===== config.mk =====
export PLATFORM = sky130hd
export DESIGN_NAME = ra_sdr_cmd_seq_32x32
export DESIGN_NICKNAME = d
export VERILOG_FILES = /design/src/rtl/ra_sdr_cmd_seq_32x32.sv
export SDC_FILE = /design/constraint.sdc
export NUM_CORES = 1
export LEC_CHECK = 0
export ABC_AREA = 1
export CAP_MARGIN = 20
export CORE_ASPECT_RATIO = 0.6
export CORE_MARGIN = 3
export CORE_UTILIZATION = 28
export CTS_CLUSTER_SIZE = 16
export DETAILED_ROUTE_END_ITERATION = 8
export DONT_BUFFER_PORTS = 1
export PLACE_DENSITY = 0.45
export SYNTH_ARGS = -nofsm -noshare
export SYNTH_HDL_FRONTEND = slang
export SYNTH_SLANG_ARGS = --single-unit

===== constraint.sdc =====
create_clock -name clk -period 4.4 [get_ports clk]
set_input_delay 0.88 -clock clk [delete_from_list [all_inputs] [get_ports clk]]
set_output_delay 0.88 -clock clk [all_outputs]
set_load 0.02 [all_outputs]

===== src/rtl/ra_sdr_cmd_seq_32x32.sv =====
`default_nettype none
// ============================================================================
// Module      : ra_sdr_cmd_seq_32x32
// Description : Command sequencer for a 32x32 array (one write port, two read
//               ports) with in-order tagged read responses through a FIFO.
//               Optional read-after-write stall: RA_CMDSEQ_RAW_STALL_EN.
// Revision    : 1.0 - initial release
// ============================================================================
module ra_sdr_cmd_seq_32x32 #(
    parameter int RD_LAT = 2,
    parameter int DEPTH  = 4
) (
    input  logic        clk,
    input  logic        reset,
    input  logic        cmd_val,
    output logic        cmd_rdy,
    input  logic [1:0]  cmd_op,
    input  logic [4:0]  cmd_adr,
    input  logic [31:0] cmd_dat,
    input  logic [3:0]  cmd_tag,
    output logic        rd_enb_0,
    output logic [4:0]  rd_adr_0,
    output logic        rd_enb_1,
    output logic [4:0]  rd_adr_1,
    output logic        wr_enb_0,
    output logic [4:0]  wr_adr_0,
    output logic [31:0] wr_dat_0,
    input  logic [31:0] rd_dat_0,
    input  logic [31:0] rd_dat_1,
    output logic        rsp_val,
    input  logic        rsp_rdy,
    output logic [3:0]  rsp_tag,
    output logic [31:0] rsp_dat,
    output logic        err,
    output logic        idle
);

    localparam int c_ptr_w = (DEPTH > 1) ? $clog2(DEPTH) : 1;
    localparam int c_cnt_w = c_ptr_w + 1;
    localparam logic [c_cnt_w-1:0] c_depth  = c_cnt_w'(DEPTH);
    localparam logic [1:0]         c_op_wr  = 2'b00;
    localparam logic [1:0]         c_op_rd0 = 2'b01;
    localparam logic [1:0]         c_op_rd1 = 2'b10;
    localparam logic [1:0]         c_op_nop = 2'b11;

    logic               r_rd_enb_0, r_rd_enb_1, r_wr_enb_0;
    logic [4:0]         r_rd_adr_0, r_rd_adr_1, r_wr_adr_0;
    logic [31:0]        r_wr_dat_0;
    logic [3:0]         r_iss_tag;
    logic               r_err;
    logic               r_pipe_vld  [RD_LAT];
    logic               r_pipe_port [RD_LAT];
    logic [3:0]         r_pipe_tag  [RD_LAT];
    logic [3:0]         r_fifo_tag  [DEPTH];
    logic [31:0]        r_fifo_dat  [DEPTH];
    logic [c_ptr_w-1:0] r_wr_ptr, r_rd_ptr;
    logic [c_cnt_w-1:0] r_count, r_credit;

    logic        w_is_rd, w_raw_stall, w_cmd_rdy, w_accept, w_acc_rd;
    logic        w_rsp_val, w_pop, w_push;
    logic [31:0] w_push_dat;

    assign w_is_rd = (cmd_op == c_op_rd0) || (cmd_op == c_op_rd1);

`ifdef RA_CMDSEQ_RAW_STALL_EN
    // The write on the array port this cycle was accepted last cycle.
    assign w_raw_stall = r_wr_enb_0 && w_is_rd && (cmd_adr == r_wr_adr_0);
`else
    assign w_raw_stall = 1'b0;
`endif

    // Credit is registered, so a same-cycle pop cannot free a slot for a new read.
    assign w_cmd_rdy  = reset && (r_credit != c_depth) && !w_raw_stall;
    assign w_accept   = cmd_val && w_cmd_rdy;
    assign w_acc_rd   = w_accept && w_is_rd;
    assign w_rsp_val  = (r_count != '0);
    assign w_pop      = w_rsp_val && rsp_rdy;
    assign w_push     = r_pipe_vld[RD_LAT-1];
    assign w_push_dat = r_pipe_port[RD_LAT-1] ? rd_dat_1 : rd_dat_0;

    always_ff @(posedge clk) begin
        if (!reset) begin
            r_rd_enb_0 <= 1'b0;
            r_rd_enb_1 <= 1'b0;
            r_wr_enb_0 <= 1'b0;
            r_rd_adr_0 <= '0;
            r_rd_adr_1 <= '0;
            r_wr_adr_0 <= '0;
            r_wr_dat_0 <= '0;
            r_iss_tag  <= '0;
            r_err      <= 1'b0;
        end else begin
            r_rd_enb_0 <= w_accept && (cmd_op == c_op_rd0);
            r_rd_enb_1 <= w_accept && (cmd_op == c_op_rd1);
            r_wr_enb_0 <= w_accept && (cmd_op == c_op_wr);
            if (w_accept && (cmd_op == c_op_rd0)) r_rd_adr_0 <= cmd_adr;
            if (w_accept && (cmd_op == c_op_rd1)) r_rd_adr_1 <= cmd_adr;
            if (w_accept && (cmd_op == c_op_wr)) begin
                r_wr_adr_0 <= cmd_adr;
                r_wr_dat_0 <= cmd_dat;
            end
            if (w_acc_rd) r_iss_tag <= cmd_tag;
            if (w_accept && (cmd_op == c_op_nop)) r_err <= 1'b1;
        end
    end

    // Read tracking pipeline: the last stage lines up with valid array data.
    always_ff @(posedge clk) begin
        if (!reset) begin
            for (int i = 0; i < RD_LAT; i++) begin
                r_pipe_vld[i]  <= 1'b0;
                r_pipe_port[i] <= 1'b0;
                r_pipe_tag[i]  <= '0;
            end
        end else begin
            r_pipe_vld[0]  <= r_rd_enb_0 || r_rd_enb_1;
            r_pipe_port[0] <= r_rd_enb_1;
            r_pipe_tag[0]  <= r_iss_tag;
            for (int i = 1; i < RD_LAT; i++) begin
                r_pipe_vld[i]  <= r_pipe_vld[i-1];
                r_pipe_port[i] <= r_pipe_port[i-1];
                r_pipe_tag[i]  <= r_pipe_tag[i-1];
            end
        end
    end

    always_ff @(posedge clk) begin
        if (w_push) begin
            r_fifo_tag[r_wr_ptr] <= r_pipe_tag[RD_LAT-1];
            r_fifo_dat[r_wr_ptr] <= w_push_dat;
        end
    end

    always_ff @(posedge clk) begin
        if (!reset) begin
            r_wr_ptr <= '0;
            r_rd_ptr <= '0;
            r_count  <= '0;
            r_credit <= '0;
        end else begin
            if (w_push) r_wr_ptr <= r_wr_ptr + c_ptr_w'(1);
            if (w_pop)  r_rd_ptr <= r_rd_ptr + c_ptr_w'(1);
            case ({w_push, w_pop})
                2'b10:   r_count <= r_count + c_cnt_w'(1);
                2'b01:   r_count <= r_count - c_cnt_w'(1);
                default: r_count <= r_count;
            endcase
            case ({w_acc_rd, w_pop})
                2'b10:   r_credit <= r_credit + c_cnt_w'(1);
                2'b01:   r_credit <= r_credit - c_cnt_w'(1);
                default: r_credit <= r_credit;
            endcase
        end
    end

    assign cmd_rdy  = w_cmd_rdy;
    assign rd_enb_0 = r_rd_enb_0;
    assign rd_adr_0 = r_rd_adr_0;
    assign rd_enb_1 = r_rd_enb_1;
    assign rd_adr_1 = r_rd_adr_1;
    assign wr_enb_0 = r_wr_enb_0;
    assign wr_adr_0 = r_wr_adr_0;
    assign wr_dat_0 = r_wr_dat_0;
    assign rsp_val  = w_rsp_val;
    assign rsp_tag  = w_rsp_val ? r_fifo_tag[r_rd_ptr] : '0;
    assign rsp_dat  = w_rsp_val ? r_fifo_dat[r_rd_ptr] : '0;
    assign err      = r_err;
    // Zero credit already implies no reads in the issue register, pipeline or FIFO.
    assign idle     = (r_credit == '0) && !r_rd_enb_0 && !r_rd_enb_1 && !r_wr_enb_0;

endmodule
`default_nettype wire


# --- Yosys cells after proc, flatten, opt, wreduce, memory -nomap -nowiden ---
# Memory sizes are Yosys's and may differ from the RTL's. A register that Yosys moved wholly into a read port is not among the register bits.
# Index checks and enable logic that the tools add are counted.
word_totals:
  ram_bits: 156
  rom_bits: 0
  latch_bits: 0
  ff_bits: 65
  word_cells: 78
  mem_count: 5
classes:
  div: 0
  n_addsub: 6
  n_eq_ne: 8
  multipliers: 0
  bitwise: 6
  mux: 19
  shift: 0
  n_lt_le_gt_ge: 0
  reduce_logical: 21
mem_list:
  columns: ["memory", "depth", "width", "rd", "rd_ports_with_merged_regs", "wr", "line_no", "text"]
  rows:
  - ["r_fifo_dat", 4, 32, 1, 1, 1, "55", "logic [31:0] r_fifo_dat [DEPTH];"]
  - ["r_fifo_tag", 4, 4, 1, 1, 1, "54", "logic [3:0] r_fifo_tag [DEPTH];"]
  - ["r_pipe_tag", 2, 4, 2, 0, 2, "53", "logic [3:0] r_pipe_tag [RD_LAT];"]
  - ["r_pipe_port", 2, 1, 2, 0, 2, "52", "logic r_pipe_port [RD_LAT];"]
  - ["r_pipe_vld", 2, 1, 2, 0, 2, "51", "logic r_pipe_vld [RD_LAT];"]
op_table:
  columns: ["op", "count"]
  rows:
  - ["$mux W32", 2]
  - ["$mux W4", 3]
  - ["$pmux W3 S2", 2]
  - ["$logic_and A1 B1 Y1", 11]
  - ["$eq A2 B2 Y1 const B", 4]
  - ["$mux W1", 8]
  - ["$mux W2", 4]
  - ["$add A3 B1 Y3 const B", 2]
  - ["$eq A2 B1 Y1 const B", 3]
  - ["$or A1 B1 Y1", 6]
  - ["$sub A3 B1 Y3 const B", 2]
  - ["$add A2 B1 Y2 const B", 2]
  - ["$reduce_bool A2 Y1", 2]
  - ["$logic_not A1 Y1", 3]
  - ["$logic_not A3 Y1", 1]
  - ["$ne A3 B3 Y1 const B", 1]
  - ["$reduce_bool A3 Y1", 1]
  - ["$logic_not A2 Y1", 1]
  - ["$logic_or A1 B1 Y1", 2]

# --- Logic depth before layout (Yosys ltp) ---
# Gate-level depths: netlist of the first run.
logic_depth:
  depth_word: 6
  mapped_depth: 12
  mapped_depth_nobuf: 12

# --- Least setup slack after synthesis of the first run ---
# Ideal clock, no wire load.
synth_path:
  path_type: "input port to flip-flop"
  startpoint: "input cmd_op[0]"
  endpoint: "register r_credit[2]"
  arrival_ps: 2357
  required_ps: 4284
  cell_stages: 9
  setup_slack_ps: 1927
  n_path_buf: 0
  path_cell_list: "inv_1 > ha_1 > nand4_2 > ha_1 > fa_1 > nor2_1 > nor2_1 > a21oi_1 > nor2_1"
synth_via:
  elab_chain_cells: 5
synth_lines:
  columns: ["item", "line_no", "text"]
  rows:
  - ["start, declared", "17", "input logic [1:0] cmd_op,"]
  - ["$eq A2 B1 Y1 or $eq A2 B2 Y1 (tied branches)", "63", "assign w_is_rd = (cmd_op == c_op_rd0) || (cmd_op == c_op_rd1);"]
  - ["$logic_or A1 B1 Y1 *", "63", null]
  - ["$logic_and A1 B1 Y1 *", "75", "assign w_acc_rd = w_accept && w_is_rd;"]
  - ["$eq A2 B1 Y1 or $eq A2 B2 Y1 (tied branches)", "148", "case ({w_acc_rd, w_pop})"]
  - ["$pmux W3 S2 or $reduce_bool A2 Y1 (tied branches)", null, null]
  - ["end signal, assigned", "149", "2'b10: r_credit <= r_credit + c_cnt_w'(1);"]
  - ["end signal, assigned", "150", "2'b01: r_credit <= r_credit - c_cnt_w'(1);"]
  - ["end signal, assigned", "151", "default: r_credit <= r_credit;"]
  - ["end, declared", "57", "logic [c_cnt_w-1:0] r_count, r_credit;"]
# Mark *: on every way between the ends. The rest lies on a longest branch, timed or not.
# A chain may end at the register's enable or synchronous reset.

# --- Worst setup path in the final report of the first run ---
layout_path:
  startpoint: "register r_count[0]"
  endpoint: "output rsp_dat[26]"
layout_via:
  elab_chain_cells: 2
layout_lines:
  columns: ["item", "line_no", "text"]
  rows:
  - ["start, declared", "57", null]
  - ["start signal, assigned", "144", "2'b10: r_count <= r_count + c_cnt_w'(1);"]
  - ["start signal, assigned", "145", "2'b01: r_count <= r_count - c_cnt_w'(1);"]
  - ["start signal, assigned", "146", "default: r_count <= r_count;"]
  - ["$reduce_bool A3 Y1", "76", "assign w_rsp_val = (r_count != '0);"]
  - ["via rsp_val", "30", "output logic rsp_val,"]
  - ["$mux W32", "166", "assign rsp_dat = w_rsp_val ? r_fifo_dat[r_rd_ptr] : '0;"]
  - ["end, declared", "33", "output logic [31:0] rsp_dat,"]
# The timed path passes the listed nets, and every way through them passes these cells.

==> qor.csv, run 1 <==
metric;value;unit
status;finished, final reports clean;
# DRC;0;
initial core utilization;0.2888;
GRT overflow;0;
H-tree Lvls;1;
Final setup viols;0;
clk buf depth;3;
Crit path largest cell delay;0.67;ns
top_reg_cell synth;edfxtp_1;
input/output buffers;0;
via count;5788;
Syn Area/Cell;9.957;um^2
Yosys cell types;27;
First-pass DRT Iterations;4;
cell taking the most area after synthesis;edfxtp_1;
Leakage Power;0.004013;uW
commonest cells in the netlist;nor2_1, edfxtp_1, nand2_1, inv_1, dfxtp_1;
Antenna Diode Count;0;
count leader, synth;nor2_1;
number of CTS-inserted buffers;23;
Worst Tran Pin Value;1.016;ns
RSZ-0062 raised after global routing;false;
Synth area leaders;edfxtp_1, dfxtp_1, nor2_1, nand2_1, mux2_2;
share of cells above drive strength 1;0.08469;
Post-DP HPWL;14300;um
Hold Path Class;reg -> reg;
die area;34990;um^2
# nets final;1028;
Critical Path Sink Type;primary output;
Synth async-reset ratio;0;
drt initial violations;368;
relative slew slack;0.3220;
FP Rows;50;
WL/cell;17.15;um
core area;31720;um^2
setup bufs post-CTS;0;
clk sinks;223;
critical-path maximum fanout;22;
area added between synthesis and finish;11.56;%
Fin Hold WS;0.4132;ns
gr usage total;0.1293;
Mapped Nets;1043;
sequential cell area;5909;um^2
Final Hold Vio Count;0;
Max IR drop VDD;266.4;uV
setup TNS;0;ns
post-synth top area share;0.4721;
Post-synth EDFFs;144;
I/O pins;201;
largest net degree at the start of global routing;76;
first-pass GRT wire length;35020;um
Worst-path clk slew;0.06;ns
crit path max-delay cell type;clkinv_1;
vias in the first global route;5457;
CP Cell Sequence;inv_1 -> nand3_1 -> clkinv_1 -> buf_4 -> a21oi_1;
DRT antenna net count;0;
Synth Register Bits;223;
post_cts resized;0;
sequential area share after synthesis;0.6447;
power density cells;484.2;nW/um^2
CTS tree;yes;
critical path required time;3.52;ns
max cap viols;0;
arrival time worst endpoint;2.78;ns
fmax;273.1;MHz
synthesized instance count;920;
Multi-input gate area;2684;um^2
Die X;239.5;um
Post-CTS Hold Fix Bufs;0;
Root Driver;clkbuf_16;
clock skew;0.009123;ns
Filler cells;3229;
Final Max Slew Viols;0;
Routed WL;22940;um
Finished Core Util;0.3222;
Cell Area, Synth;9160;um^2
vias per cell;4.329;
latest clock arrival within the worst-skew pair;0.52;ns
Final min period;3.662;ns
chip height;146.1;um
synth warn;0;
GPL Wtd Cong;0.6983;
CP Class;reg -> out;
critical path launch point type;flip-flop;
Final Cycle Share;0.8323;
initial antenna violation count;0;
flip-flops by register name (all words and copies together), names as in the netlist, 3 cells and up, named ones only:
register / count
r_fifo_tag: 16
rd_adr_1: 5
r_iss_tag: 4
r_fifo_dat: 128
r_credit: 3
wr_dat_0: 32
r_count: 3
wr_adr_0: 5
r_pipe_tag: 8
rd_adr_0: 5
metrics by stage:
step	setup slack, ns	power [uW]	cells	area (um^2)
after floorplan	1.927	2952	920	9160
after global placement	1.234	3139	1295	9493
after detailed placement	1.202	3147	1295	9493
after CTS	0.6360	5043	1336	10190
after global routing	0.5218	5209	1337	10220
final	0.7380	4948	1337	10220
logic make-up (layout without fill, tap and decap cells):
kind of cell | Yosys count | after routing | synth area share
AND/OR/NAND/NOR | 387 | 387 | 0.1628
flip-flops | 223 | 223 | 0.6447
buffers and inverters | 136 | 137 | 0.06324
AO/OA/AOI/OAI | 128 | 128 | 0.06994
multiplexers | 32 | 32 | 0.03934
adder cells (fa/ha/maj) | 12 | 12 | 0.01803
XOR/XNOR | 2 | 2 | 0.001913
per-layer routing:
layer	global-route usage	up-vias	wire, um
met1	0.1865	2720	11260
met3	0.02737	30	886
met2	0.1986	88	10320
li1	-	2950	-
met5	0	-	0
met4	0.03050	0	469
worst paths after layout:
check | cells past startpoint | to | slack (ns) | from
hold / removal | 2 | r_pipe_port[0][1] | 0.41 | r_pipe_port[0][0]
setup / recovery | 5 | rsp_dat[26] | 0.74 | r_count[0]
setup reg to reg | 10 | r_credit[2] | 2.18 | r_count[0]
hold reg to reg | 2 | r_pipe_port[0][1] | 0.41 | r_pipe_port[0][0]
cell type report:
| type | count | share of cell area |
|---|---|---|
| clock buffer | 32 | 0.06159 |
| clock inverter | 9 | 0.006734 |
| inverter | 89 | 0.03269 |
| multi-input combinational | 561 | 0.2626 |
| sequential | 223 | 0.5783 |
| tap | 416 | 0.05094 |
| timing repair buffer | 7 | 0.007102 |
worst max-delay path: cells and delay by family, from the launching register on:
kind,cells,cell delay [ns]
simple gates,1,0.29
flops,1,0.31
compound gates,1,0.44
buf+inv,3,1.22
where the power goes:
group	switching [uW]	leakage (uW)	internal (uW)	total, uW
clock	812	0.000334	1060	1870
sequential	65.2	0.00193	2270	2340
combinational	572	0.00174	170	742
total	1450	0.00401	3500	4950
placed cells by master (no fill, tap or decap), types with 7 or more instances in the layout:
cell       count
a21oi_1       48
clkinv_1       7
nor2_1       252
clkbuf_1       7
edfxtp_1     144
clkbuf_16     23
inv_1         82
o21ai_1       14
o21ai_0       66
nand2_1      125
mux2_2        30
dfxtp_1       76
ha_1          10
(Power assumes the default switching activity.)
==> run 2, diff against run 1 <==
Clock period 4.4 ns to 3.45 ns, I/O delays scaled along.
==> qor.csv, run 2 (synthesized netlist as in run 1, its figures left out) <==
metric;value;unit
status;finished, final reports clean;
Routed WL;22340;um
clk buf depth;3;
first-pass GRT wire length;34130;um
Metal-1 WL;10700;um
GPL Wtd Cong;0.7127;
DR WL met2;10220;um
gr usage total;0.1257;
# nets final;1035;
Final min period;2.923;ns
power density cells;624.0;nW/um^2
First-pass DRT Iterations;4;
setup bufs post-CTS;0;
Post-DP HPWL;13970;um
Final Max Slew Viols;0;
relative slew slack;0.3104;
FP Rows;50;
critical-path maximum fanout;40;
critical path required time;2.76;ns
I/O pins;201;
Post-CTS Hold Fix Bufs;0;
# DRC;0;
RSZ-0062 raised after global routing;false;
critical path launch point type;flip-flop;
die area;34990;um^2
initial antenna violation count;0;
Top Metal Used;met4;
core area;31720;um^2
post_cts resized;0;
arrival time worst endpoint;2.23;ns
GRT overflow;0;
fin area;10310;um^2
Layout Cells excl Fill;1345;
chip height;146.1;um
Leakage Power;0.004066;uW
CP Cell Sequence;inv_2 -> buf_12 -> o21ai_0 -> a21oi_1;
drt initial violations;477;
clk sinks;223;
placed insts;1302;
Final Cycle Share;0.8472;
initial core utilization;0.2888;
Filler cells;3222;
Worst R2R Start;r_count[0];
Biggest register;r_fifo_dat;
Hold Path Class;in -> reg;
vias in the first global route;5510;
share of cells above drive strength 1;0.09473;
Crit path largest cell delay;0.51;ns
via count;5795;
number of CTS-inserted buffers;24;
sequential cell area;5909;um^2
DRT antenna net count;0;
clock skew;0.01170;ns
largest net degree at the start of global routing;76;
CTS tree;yes;
most common cell after layout, fill and taps aside;nor2_1;
setup TNS;0;ns
Max IR drop VDD;289.0;uV
most frequent cells in the layout;nor2_1, edfxtp_1, nand2_1;
Critical Path Sink Type;primary output;
input/output buffers;0;
H-tree Lvls;1;
max reg flops;128;
Worst Tran Pin Value;1.034;ns
Final Hold Vio Count;0;
critical hold path startpoint;cmd_adr[3];
met3 wire length;1046;um
placed inst area;9583;um^2
area added between synthesis and finish;12.59;%
CP Class;reg -> out;
Worst-path clk slew;0.06;ns
crit path max-delay cell type;a21oi_1;
max cap viols;0;
Antenna Diode Count;0;
latest clock arrival within the worst-skew pair;0.52;ns
Root Driver;clkbuf_16;
Die X;239.5;um
WL/cell;16.61;um
Multi-input gate area;2684;um^2
Fin Hold WS;0.3026;ns
vias per cell;4.309;
Final setup viols;0;
fmax;342.1;MHz
Finished Core Util;0.3252;
-- run 2: cell count changes in the layout (fill, tap and decap cells not counted), moves of 2 or more --
cell       change
buf_12         +3
buf_4          +4
clkbuf_1       +2
clkbuf_16      +2
clkinv_1       -4
clkinv_2       +2
-- run 2: layout make-up --
class                   instances  share of cell area
clock buffers                  36             0.06660
repair buffers                 13             0.01310
flip-flops and latches        223              0.5730
well taps                     416             0.05047
clock inverters                 7            0.004246
inverters                      89             0.03239
multi-input cells             561              0.2602
-- run 2: power by group --
group | switching (uW) | internal, uW | total (uW)
Combinational | 730 | 275 | 1000
Sequential | 94.2 | 2900 | 2990
Clock | 1060 | 1380 | 2440
Total | 1880 | 4550 | 6440
-- run 2: worst max-delay path, delay by kind of cell, from the launching register on --
kind,cells,cell delay (ns)
flip-flops,1,0.49
buffers and inverters,2,0.56
AO/OA/AOI/OAI,2,0.64
-- run 2: final timing paths --
path / slack [ns] / cells past startpoint / endpoint
setup reg to reg: 1.18 / 10 / r_credit[2]
setup / recovery: 0.53 / 4 / rsp_dat[4]
hold reg to reg: 0.41 / 2 / r_pipe_port[0][1]
hold / removal: 0.30 / 2 / wr_adr_0[3]
-- run 2: through the flow --
stage	power [uW]	setup WS (ns)
3_5_place_dp	4083	0.9749
3_3_place_gp	4077	1.027
5_1_grt	6784	0.3435
2_1_floorplan	3765	1.167
4_1_cts	6568	0.4445
6_report	6435	0.5272
-- run 2: per-layer routing --
| layer | up-vias | GRT usage |
|---|---|---|
| li1 | 2968 | - |
| met1 | 2695 | 0.1766 |
| met2 | 104 | 0.1971 |
| met3 | 28 | 0.03077 |
| met4 | 0 | 0.02687 |
| met5 | - | 0 |
